File: src/rtl/block_xfer_pkg.sv
// Shared definitions for the block transfer family (FIFO, assembler, unpacker):
// default widths, a clog2 helper and the unpacker state encoding.
package block_xfer_pkg;

    localparam int DEF_WSIZE = 32;
    localparam int DEF_BSIZE = DEF_WSIZE * 4;

    function automatic int clog2(input int value);
        int r;
        r = 0;
        for (int i = 0; i < 31; i++) begin
            if ((32'd1 << i) < value) begin
                r = i + 1;
            end
        end
        return r;
    endfunction

    typedef enum logic [1:0] {
        UNPK_EMPTY      = 2'd0,
        UNPK_DRAIN      = 2'd1,
        UNPK_DRAIN_PEND = 2'd2
    } unpk_state_t;

endpackage

File: src/rtl/block_to_word_unpacker_if.sv
// Block-in / word-out handshake bundle. The master drives blocks and consumes
// words; the slave modport is the unpacker's view.
interface block_to_word_unpacker_if
    import block_xfer_pkg::*;
#(
    parameter int WSIZE = DEF_WSIZE,
    parameter int BSIZE = DEF_BSIZE
);
    logic [BSIZE-1:0] block_in;
    logic             block_in_ready;
    logic             pull_block;
    logic [WSIZE-1:0] word_out;
    logic             word_ready;
    logic             word_out_hold;
    logic             last_word;

    modport master (
        output block_in, block_in_ready, word_out_hold,
        input  pull_block, word_out, word_ready, last_word
    );

    modport slave (
        input  block_in, block_in_ready, word_out_hold,
        output pull_block, word_out, word_ready, last_word
    );
endinterface

File: src/rtl/block_word_mux.sv
// Combinational selector: picks word idx of a block, word 0 being the most
// significant slice.
module block_word_mux
    import block_xfer_pkg::*;
#(
    parameter int WSIZE  = DEF_WSIZE,
    parameter int NWORDS = 4,
    localparam int BSIZE = WSIZE * NWORDS,
    localparam int CNTW  = clog2(NWORDS)
) (
    input  logic [BSIZE-1:0] i_block,
    input  logic [CNTW-1:0]  i_idx,
    output logic [WSIZE-1:0] o_word
);

    // One-hot compare per word slot; exactly one slot matches any idx.
    always_comb begin
        o_word = '0;
        for (int i = 0; i < NWORDS; i++) begin
            if (i_idx == CNTW'(i)) begin
                o_word = i_block[BSIZE-1-i*WSIZE -: WSIZE];
            end else begin
                o_word = o_word;
            end
        end
    end

endmodule

File: src/rtl/block_to_word_unpacker.sv
// Double-buffered block-to-word unpacker: an active block drains MS word first
// while a second block may wait in the pending register.
module block_to_word_unpacker
    import block_xfer_pkg::*;
#(
    parameter int WSIZE = DEF_WSIZE,
    parameter int BSIZE = WSIZE * 4
) (
    input  logic clock,
    input  logic reset,
    block_to_word_unpacker_if.slave bus
);

    localparam int NWORDS = BSIZE / WSIZE;
    localparam int CNTW   = clog2(NWORDS);

    unpk_state_t      r_state;
    logic [BSIZE-1:0] r_active;
    logic [BSIZE-1:0] r_pending;
    logic [CNTW-1:0]  r_idx;

    logic w_pull;
    logic w_word_ready;
    logic w_is_last;
    logic w_accept;
    logic w_xfer;

    // Handshake flags are pure state decodes so they never loop back through
    // the producer's or consumer's combinational logic.
    assign w_pull       = (r_state != UNPK_DRAIN_PEND);
    assign w_word_ready = (r_state != UNPK_EMPTY);
    assign w_is_last    = (r_idx == CNTW'(NWORDS - 1));
    assign w_accept     = bus.block_in_ready & w_pull;
    assign w_xfer       = w_word_ready & ~bus.word_out_hold;

    assign bus.pull_block = w_pull;
    assign bus.word_ready = w_word_ready;
    assign bus.last_word  = w_word_ready & w_is_last;

    block_word_mux #(
        .WSIZE  (WSIZE),
        .NWORDS (NWORDS)
    ) u_mux (
        .i_block (r_active),
        .i_idx   (r_idx),
        .o_word  (bus.word_out)
    );

    // Control FSM and datapath registers.
    always_ff @(posedge clock) begin
        if (reset) begin
            r_state   <= UNPK_EMPTY;
            r_active  <= '0;
            r_pending <= '0;
            r_idx     <= '0;
        end else begin
            case (r_state)
                UNPK_EMPTY: begin
                    if (w_accept) begin
                        r_active <= bus.block_in;
                        r_idx    <= '0;
                        r_state  <= UNPK_DRAIN;
                    end
                end
                UNPK_DRAIN: begin
                    if (w_xfer && w_is_last) begin
                        // Reloading on the last word keeps the stream bubble-free.
                        if (w_accept) begin
                            r_active <= bus.block_in;
                            r_idx    <= '0;
                        end else begin
                            r_state <= UNPK_EMPTY;
                        end
                    end else begin
                        if (w_xfer) begin
                            r_idx <= r_idx + CNTW'(1);
                        end
                        if (w_accept) begin
                            r_pending <= bus.block_in;
                            r_state   <= UNPK_DRAIN_PEND;
                        end
                    end
                end
                UNPK_DRAIN_PEND: begin
                    if (w_xfer) begin
                        if (w_is_last) begin
                            r_active <= r_pending;
                            r_idx    <= '0;
                            r_state  <= UNPK_DRAIN;
                        end else begin
                            r_idx <= r_idx + CNTW'(1);
                        end
                    end
                end
                default: begin
                    r_state <= UNPK_EMPTY;
                    r_idx   <= '0;
                end
            endcase
        end
    end

endmodule
File: src/flat_wrapper.sv
// flat-port wrapper written by rule: the top's interface ports become plain ports
module block_to_word_unpacker_flat import block_xfer_pkg::*;
#(
    parameter int WSIZE = DEF_WSIZE,
    parameter int BSIZE = WSIZE * 4
)
  (clock, reset, bus_block_in, bus_block_in_ready, bus_word_out_hold, bus_pull_block, bus_word_out, bus_word_ready, bus_last_word);
  block_to_word_unpacker_if #(.WSIZE(WSIZE), .BSIZE(BSIZE)) bus_i ();
  input  logic clock;
  input  logic reset;
  input wire logic [$bits(bus_i.block_in)-1:0] bus_block_in;
  input wire logic [$bits(bus_i.block_in_ready)-1:0] bus_block_in_ready;
  input wire logic [$bits(bus_i.word_out_hold)-1:0] bus_word_out_hold;
  output wire logic [$bits(bus_i.pull_block)-1:0] bus_pull_block;
  output wire logic [$bits(bus_i.word_out)-1:0] bus_word_out;
  output wire logic [$bits(bus_i.word_ready)-1:0] bus_word_ready;
  output wire logic [$bits(bus_i.last_word)-1:0] bus_last_word;
  assign bus_i.block_in = bus_block_in;
  assign bus_i.block_in_ready = bus_block_in_ready;
  assign bus_i.word_out_hold = bus_word_out_hold;
  assign bus_pull_block = bus_i.pull_block;
  assign bus_word_out = bus_i.word_out;
  assign bus_word_ready = bus_i.word_ready;
  assign bus_last_word = bus_i.last_word;
  block_to_word_unpacker #(.WSIZE(WSIZE), .BSIZE(BSIZE)) u_core (.clock(clock), .reset(reset), .bus(bus_i));
endmodule
File: config.mk
export PLATFORM = sky130hd
export DESIGN_NAME = block_to_word_unpacker_flat
export DESIGN_NICKNAME = d
export VERILOG_FILES = /design/src/rtl/block_xfer_pkg.sv /design/src/rtl/block_to_word_unpacker_if.sv /design/src/rtl/block_word_mux.sv /design/src/rtl/block_to_word_unpacker.sv /design/src/flat_wrapper.sv
export SDC_FILE = /design/constraint.sdc
export NUM_CORES = 1
export LEC_CHECK = 0
export ABC_AREA = 1
export CORE_MARGIN = 5
export CORE_UTILIZATION = 46
export CTS_CLUSTER_DIAMETER = 120
export DETAILED_ROUTE_END_ITERATION = 12
export GPL_TIMING_DRIVEN = 0
export HOLD_SLACK_MARGIN = 0.06
export PLACE_DENSITY = 0.69
export SETUP_SLACK_MARGIN = 0.2
export SYNTH_ARGS = -nofsm -noshare
export SYNTH_HDL_FRONTEND = slang
export SYNTH_SLANG_ARGS = --single-unit
File: constraint.sdc
create_clock -name clock -period 3.9 [get_ports clock]
set_clock_uncertainty 0.15 [all_clocks]
set_input_delay 0.975 -clock clock [delete_from_list [all_inputs] [get_ports clock]]
set_output_delay 0.975 -clock clock [all_outputs]
set_load 0.02 [all_outputs]
==> results of run 1 <==
worst paths after layout:
check                                    startpoint                                 to  cells after the start
setup reg to reg       u_core.r_idx[1]$_SDFFE_PP0P_    u_core.r_active[9]$_SDFFE_PP0P_                      8
setup / recovery       u_core.r_idx[1]$_SDFFE_PP0P_                   bus_word_out[17]                      8
hold / removal    u_core.r_pending[82]$_SDFFE_PP0P_  u_core.r_pending[82]$_SDFFE_PP0P_                      2
hold reg to reg   u_core.r_pending[82]$_SDFFE_PP0P_  u_core.r_pending[82]$_SDFFE_PP0P_                      2
repair_timing:
| action | 4_1_cts | 5_1_grt |
|---|---|---|
| gates cloned | 0 | 0 |
| endpoints found under the setup margin | 33 | 30 |
| resized for setup | 82 | 50 |
Yosys cell counts (2+ instances only):
cell type  number
a21o_1         31
a21oi_1       262
a31oi_1        32
buf_2          53
buf_4          31
clkbuf_1       64
dfxtp_1       260
ha_1            4
inv_1         136
inv_2           3
nand2_1       304
nand3_1       165
nor2_1          6
nor2_2          2
o211ai_1        2
o21ai_0       266
o21ai_1        23
logic make-up (layout without fill, tap and decap cells):
logic type	after synthesis	count (layout)	synth area share
compound gates	616	616	0.2721
buf+inv	289	505	0.1076
flops	260	260	0.4418
simple gates	482	482	0.1743
fa+ha+maj	4	4	0.004248
state kept, by name, summed over array words and instances (netlist names):
signal / cells
u_core.r_state: 2
u_core.r_pending: 128
u_core.r_idx: 2
u_core.r_active: 128
metrics by stage:
stage	worst slack [ns]	power [mW]	std cells
floorplan	1.229	4.064	1651
global route	0.1301	7.739	2197
detailed placement	0.1150	4.726	2146
finish	0.2452	7.405	2197
CTS	0.1372	7.413	2197
global placement	0.1321	4.700	2146
worst max-delay path, delay by kind of cell, from the launching register on:
| family | cells | cell delay, ns |
|---|---|---|
| adder cells (fa/ha/maj) | 1 | 0.18 |
| buffers and inverters | 4 | 0.82 |
| flip-flops | 1 | 0.35 |
| AO/OA/AOI/OAI | 3 | 0.62 |
layout make-up:
cell class / count / area (sq um) / share of cell area
buffer: 149 / 782.0 / 0.05239
clock buffer: 44 / 882.1 / 0.05910
clock inverter: 7 / 72.57 / 0.004862
inverter: 140 / 526.8 / 0.03529
multi-input combinational: 1102 / 5459 / 0.3657
sequential: 260 / 5205 / 0.3487
tap: 330 / 412.9 / 0.02766
timing repair buffer: 165 / 1585 / 0.1062
metal layers:
metal	routed length, microns	track usage	up-vias
met5	0	0	-
met4	1328	0.08611	0
met3	3000	0.03926	78
met2	16710	0.3967	441
met1	18290	0.3812	5552
li1	-	-	5950
power by group:
group / internal, mW / switching [mW]
Sequential: 2.92 / 0.137
Clock: 1.62 / 1.10
Combinational: 0.619 / 1.01
==> qor.yml, run 1 <==
status: "completed"
numClockSinks: 260
setup_viol: 0
die_x_microns: 170.0
grt_antenna_before_repair: 0
areaGrowthSynthToFinish_pct: 26.69
worstSetupStartpointType: "flip-flop"
cts_max_path_buffers: 3
layout_commonest_cell: "nand2_1"
globalplace.congestion: 0.9612
syn_nets: 1787
p_per_area_nw_per_um2: 496.1
totalWireLength_microns: 39340
r2r_slack_ns: 1.60
required_ns: 2.77
critPathMaxFanout: 10
slowest_delay_ns: 0.35
clk_pin_slew_ns: 0.06
insertion_delay_ns: 0.55
finalCritPeriodShare: 0.9371
endpoint_kind: "output port"
postLayoutCellArea_sq_um: 14930
grt_overflow: 0
dr.pass1.iters: 5
synth_warnings: 0
grt_first_pass_wirelength_microns: 60580
synth_edf_count: 0
max-slew-margin-rel: 0.2488
ys_types: 24
ir_drop_uv: 316.5
start_util: 0.4679
drc: 0
critPathKind: "flip-flop to output port"
synthFlopType: "dfxtp_1"
cts-root-buf: "clkbuf_16"
port_buffers: 165
placed_area_sq_um: 13850
antenna_cells: 0
vias: 12020
io_pins: 167
cts_hold_buf: 0
async_flop_share: 0
tns_ns: 0
cts_tree: "built"
first_global_vias: 11200
cts_buffers: 29
critPathSlowestCell: "dfxtp_1"
period_needed_ns: 3.655
ys_seq_area_frac: 0.4418
syn_area_sq_um: 11780
nNetsFinal: 1983
dieArea_sq_um: 28910
post-route-util: 0.5927
viasPerCell: 5.472
crit_chain: "ha_1, buf_2, inv_2, clkbuf_4, o21ai_0, a31oi_1, a21o_1, clkdlybuf4s15_2"
synth_top_area_frac: 0.4418
yosys-top-cells-area: "dfxtp_1, o21ai_0, a21oi_1"
final_cell_mix: "nand2_1, a21oi_1, dfxtp_1, o21ai_0, nand3_1"
grt_max_degree: 15
synth-seq-cells: 260
dp_hpwl_microns: 29380
hold_class: "flip-flop to flip-flop"
syn-mean-instance-area_sq_um: 7.136
cp.arrival_ns: 2.53
die_y_microns: 170.0
syn-instance-count: 1651
rsz0062_at_grt: "true"
grt_use_total: 0.2611
htree_levels: 1
max_freq_ghz: 0.2736
maxSlewViolCount: 0
drt_iter0_drc: 1100
rows: 58
final_antenna_net_count: 0
finalHoldViolCount: 0
wire_per_inst_microns: 17.90
core_area_sq_um: 25180
cts_setup_buffers: 0
p_leak_nw: 6.015
worstMarginPinSlew_ns: 1.127
final_layout_size_suffix_gt1_frac: 0.1039
n_fill_cell: 2414
whs_ns: 0.2933
maxCapViolations: 0
synth_area_leader_cell: "dfxtp_1"
(Power assumes the default switching activity.)
==> run 2, diff against run 1 <==
- SYNTH_HIERARCHICAL: not set -> 1
==> qor.yml, run 2 <==
layout_commonest_cell: "nor2_1"
cts_setup_buffers: 0  # unchanged
worstSetupStartpointType: "flip-flop"
port_buffers: 166  # +0.61%
final_antenna_net_count: 0  # unchanged
start_util: 0.4648  # -0.003033
slowest_delay_ns: 0.64  # +0.29 ns
dp_hpwl_microns: 28530  # -2.9%
areaGrowthSynthToFinish_pct: 26.54
hold_class: "flip-flop to flip-flop"
n_fill_cell: 2408  # -0.25%
viasPerCell: 5.241  # -4.2%
crit_top_cell: "buf_4"
reg.largest.list: "u_core/r_active (128), u_core/r_pending (128)"
yosys-top-cells-area: "dfxtp_1, o21ai_0, nor2_1"
finalHoldViolCount: 0  # unchanged
totalWireLength_microns: 38080  # -3.2%
swShare: 0.2980  # -0.005229
r2r-start: "u_core/r_state[0]$_SDFFE_PP0P_"
async_flop_share: 0  # unchanged
multi_input_area_sq_um: 5205  # -4.7%
seq_area_sq_um: 5205  # unchanged
io_pins: 167  # unchanged
drc: 0  # unchanged
critPathSlowestCell: "clkdlybuf4s50_1"
maxSlewViolCount: 0  # unchanged
seqPwrFrac: 0.406  # -0.007
clk_pin_slew_ns: 0.06  # about the same
worstMarginPinSlew_ns: 0.9433  # -0.1835 ns
internal-power_mw: 5.425  # +5.1%
nNetsFinal: 2005  # +1.1%
whs_endpoint: "u_core/r_pending[43]$_SDFFE_PP0P_"
syn-instance-count: 1676  # +1.5%
syn-mean-instance-area_sq_um: 6.964  # -2.4%
holdCritStartpoint: "u_core/r_pending[43]$_SDFFE_PP0P_"
pwr-share-clk: 0.374  # +0.007
synth_commonest_cells: "nor2_1, o21ai_0, dfxtp_1"
cts-root-buf: "clkbuf_16"
crit_chain: "buf_4, buf_4, nand3_1, nand4_1, clkdlybuf4s50_1"
final_layout_size_suffix_gt1_frac: 0.08395  # -0.01996
p_per_area_nw_per_um2: 523.2  # +5.5%
holdPathStages: 2  # unchanged
yosysMostFrequentCell: "nor2_1"
rows: 58  # unchanged
dp_cells: 2172  # +1.2%
synth_warnings: 6  # +6
numClockSinks: 260  # unchanged
synth_edf_count: 0  # unchanged
cp.arrival_ns: 2.55  # +0.02 ns
ys_seq_area_frac: 0.4460  # +0.004168
htree_levels: 1  # unchanged
core_area_sq_um: 25110  # -0.29%
synth-seq-cells: 260  # unchanged
vias: 11660  # -3.0%
worst-path-buf-inv: 3  # -1
p_comb_frac: 0.220  # about the same
cts_tree: "built"
tns_ns: 0  # unchanged
r2r_end: "u_core/r_active[78]$_SDFFE_PP0P_"
p_leak_nw: 6.062  # +0.78%
max_freq_ghz: 0.2724  # -0.45%
period_needed_ns: 3.671  # +0.01654 ns
ir_drop_uv: 383.9  # +21%
finalCritPeriodShare: 0.9414  # +0.004240
synthFlopType: "dfxtp_1"
crit_family: "buffers and inverters"
cts_buffers: 28  # -3.4%
die_x_microns: 169.3  # -0.44%
max-slew-margin-rel: 0.3711  # +0.1223
synth_top_area_frac: 0.4460  # +0.004168
ys_types: 21  # -13%
grt_use_total: 0.2524  # -0.008691
grt_overflow: 0  # unchanged
dr.pass1.iters: 5  # unchanged
r2r_slack_ns: 1.46  # -0.14 ns
insertion_delay_ns: 0.55  # about the same
syn_nets: 1809  # +1.2%
critPathKind: "flip-flop to output port"
antenna_cells: 0  # unchanged
fin_cells: 2224  # +1.2%
wire_per_inst_microns: 17.12  # -4.4%
final_cell_mix: "nor2_1, o21ai_0, dfxtp_1, nand2_1, clkdlybuf4s50_1"
maxCapViolations: 0  # unchanged
cts_max_path_buffers: 3  # unchanged
syn_area_sq_um: 11670  # -0.93%
dieArea_sq_um: 28660  # -0.88%
die_y_microns: 169.3  # -0.44%
rsz0062_at_grt: "false"
critPathMaxFanout: 10  # unchanged
required_ns: 2.77  # about the same
cts_hold_buf: 0  # unchanged
p_sw_mw: 2.303  # +2.6%
setup_viol: 0  # unchanged
status: "completed"
endpoint_kind: "output port"
synth_area_leader_cell: "dfxtp_1"
grt_first_pass_wirelength_microns: 57920  # -4.4%
globalplace.congestion: 0.9868  # +2.7%
reg2reg_depth: 7  # -1
first_global_vias: 10660  # -4.8%
grt_antenna_before_repair: 0  # unchanged
drt_iter0_drc: 1216  # +11%
grt_max_degree: 15  # unchanged
-- run 2: cell types whose count changed in the layout (fill, tap and decap cells not counted), moves of 18 or more --
cell and delta:
o21ai_0 +56, inv_1 -34, nand3_1 -63, nor2_1 +333, nand4_1 +34, nand2_1 -54
a21oi_1 -168, a21o_1 -31, clkdlybuf4s50_1 +33, clkbuf_2 -18
-- run 2: how the worst max path moves through the flow --
stage / start / to / slack, ns / depth (start not counted)
final: u_core/r_idx[1]$_SDFFE_PP0P_ / bus_word_out[19] / 0.23 / 5
after global routing: u_core/r_idx[1]$_SDFFE_PP0P_ / bus_word_out[19] / 0.21 / 5
after CTS: u_core/r_state[0]$_SDFFE_PP0P_ / bus_pull_block / 0.24 / 5
after detailed placement: reset / u_core/r_pending[80]$_SDFFE_PP0P_ / 0.60 / 6
after global placement: reset / u_core/r_pending[80]$_SDFFE_PP0P_ / 0.61 / 6
after floorplan: u_core/r_idx[0]$_SDFFE_PP0P_ / bus_last_word / 1.70 / 3
-- run 2: repair_timing --
action                     CTS  global route
setup endpoints to repair    0             1
hold endpoints to repair     0             0
gates resized for setup      0             2
-- run 2: logic make-up after synthesis --
group / count (synthesis) / share of synthesized area
AOI/OAI and AO/OA: 442 / 0.1899
adders and majority gates: 1 / 0.001072
buffers and inverters: 242 / 0.1081
DFF: 260 / 0.4460
and+or+nand+nor: 731 / 0.2550
-- run 2: per-stage QoR --
| stage | worst slack [ns] | hold WS (ns) | utilization | power (mW) | area (sq um) |
|---|---|---|---|---|---|
| 2_1_floorplan | 1.695 | 0.2745 | - | 4.163 | 11670 |
| 3_3_place_gp | 0.6101 | 0.2832 | 0.5474 | 4.834 | 13750 |
| 3_5_place_dp | 0.6032 | 0.2881 | 0.5474 | 4.858 | 13750 |
| 4_1_cts | 0.2389 | 0.2972 | 0.5880 | 7.745 | 14760 |
| 5_1_grt | 0.2120 | 0.3105 | 0.5882 | 8.074 | 14770 |
| 6_report | 0.2286 | 0.2975 | 0.5882 | 7.727 | 14770 |
-- run 2: power groups by stage --
stage	Clock [mW]	Sequential [mW]	Combinational [mW]
after floorplan	0	3.11	1.06
after global placement	0	3.18	1.65
after detailed placement	0	3.19	1.67
after CTS	2.93	3.13	1.68
after global routing	3.05	3.16	1.87
final	2.89	3.14	1.70
-- run 2: area by class of cell --
class | instances | share of cell area
Buffer | 134 | 0.05812
Clock buffer | 38 | 0.05473
Clock inverter | 14 | 0.01423
Inverter | 108 | 0.02745
Multi-Input combinational cell | 1174 | 0.3524
Sequential cell | 260 | 0.3524
Tap cell | 330 | 0.02796
Timing Repair Buffer | 166 | 0.1127
-- run 2: per-layer routing --
metal / vias up / track usage / share of wire
li1: 5848 / - / -
met1: 5359 / 0.3561 / 0.44
met2: 397 / 0.4090 / 0.46
met3: 51 / 0.03611 / 0.073
met4: 0 / 0.06510 / 0.026
met5: - / 0 / 0
-- run 2: tightest hold or removal path, stage by stage, from the launching register on --
cell and delay [ns]:
dfxtp_1 0.29, inv_1 0.06, a21oi_1 0.05
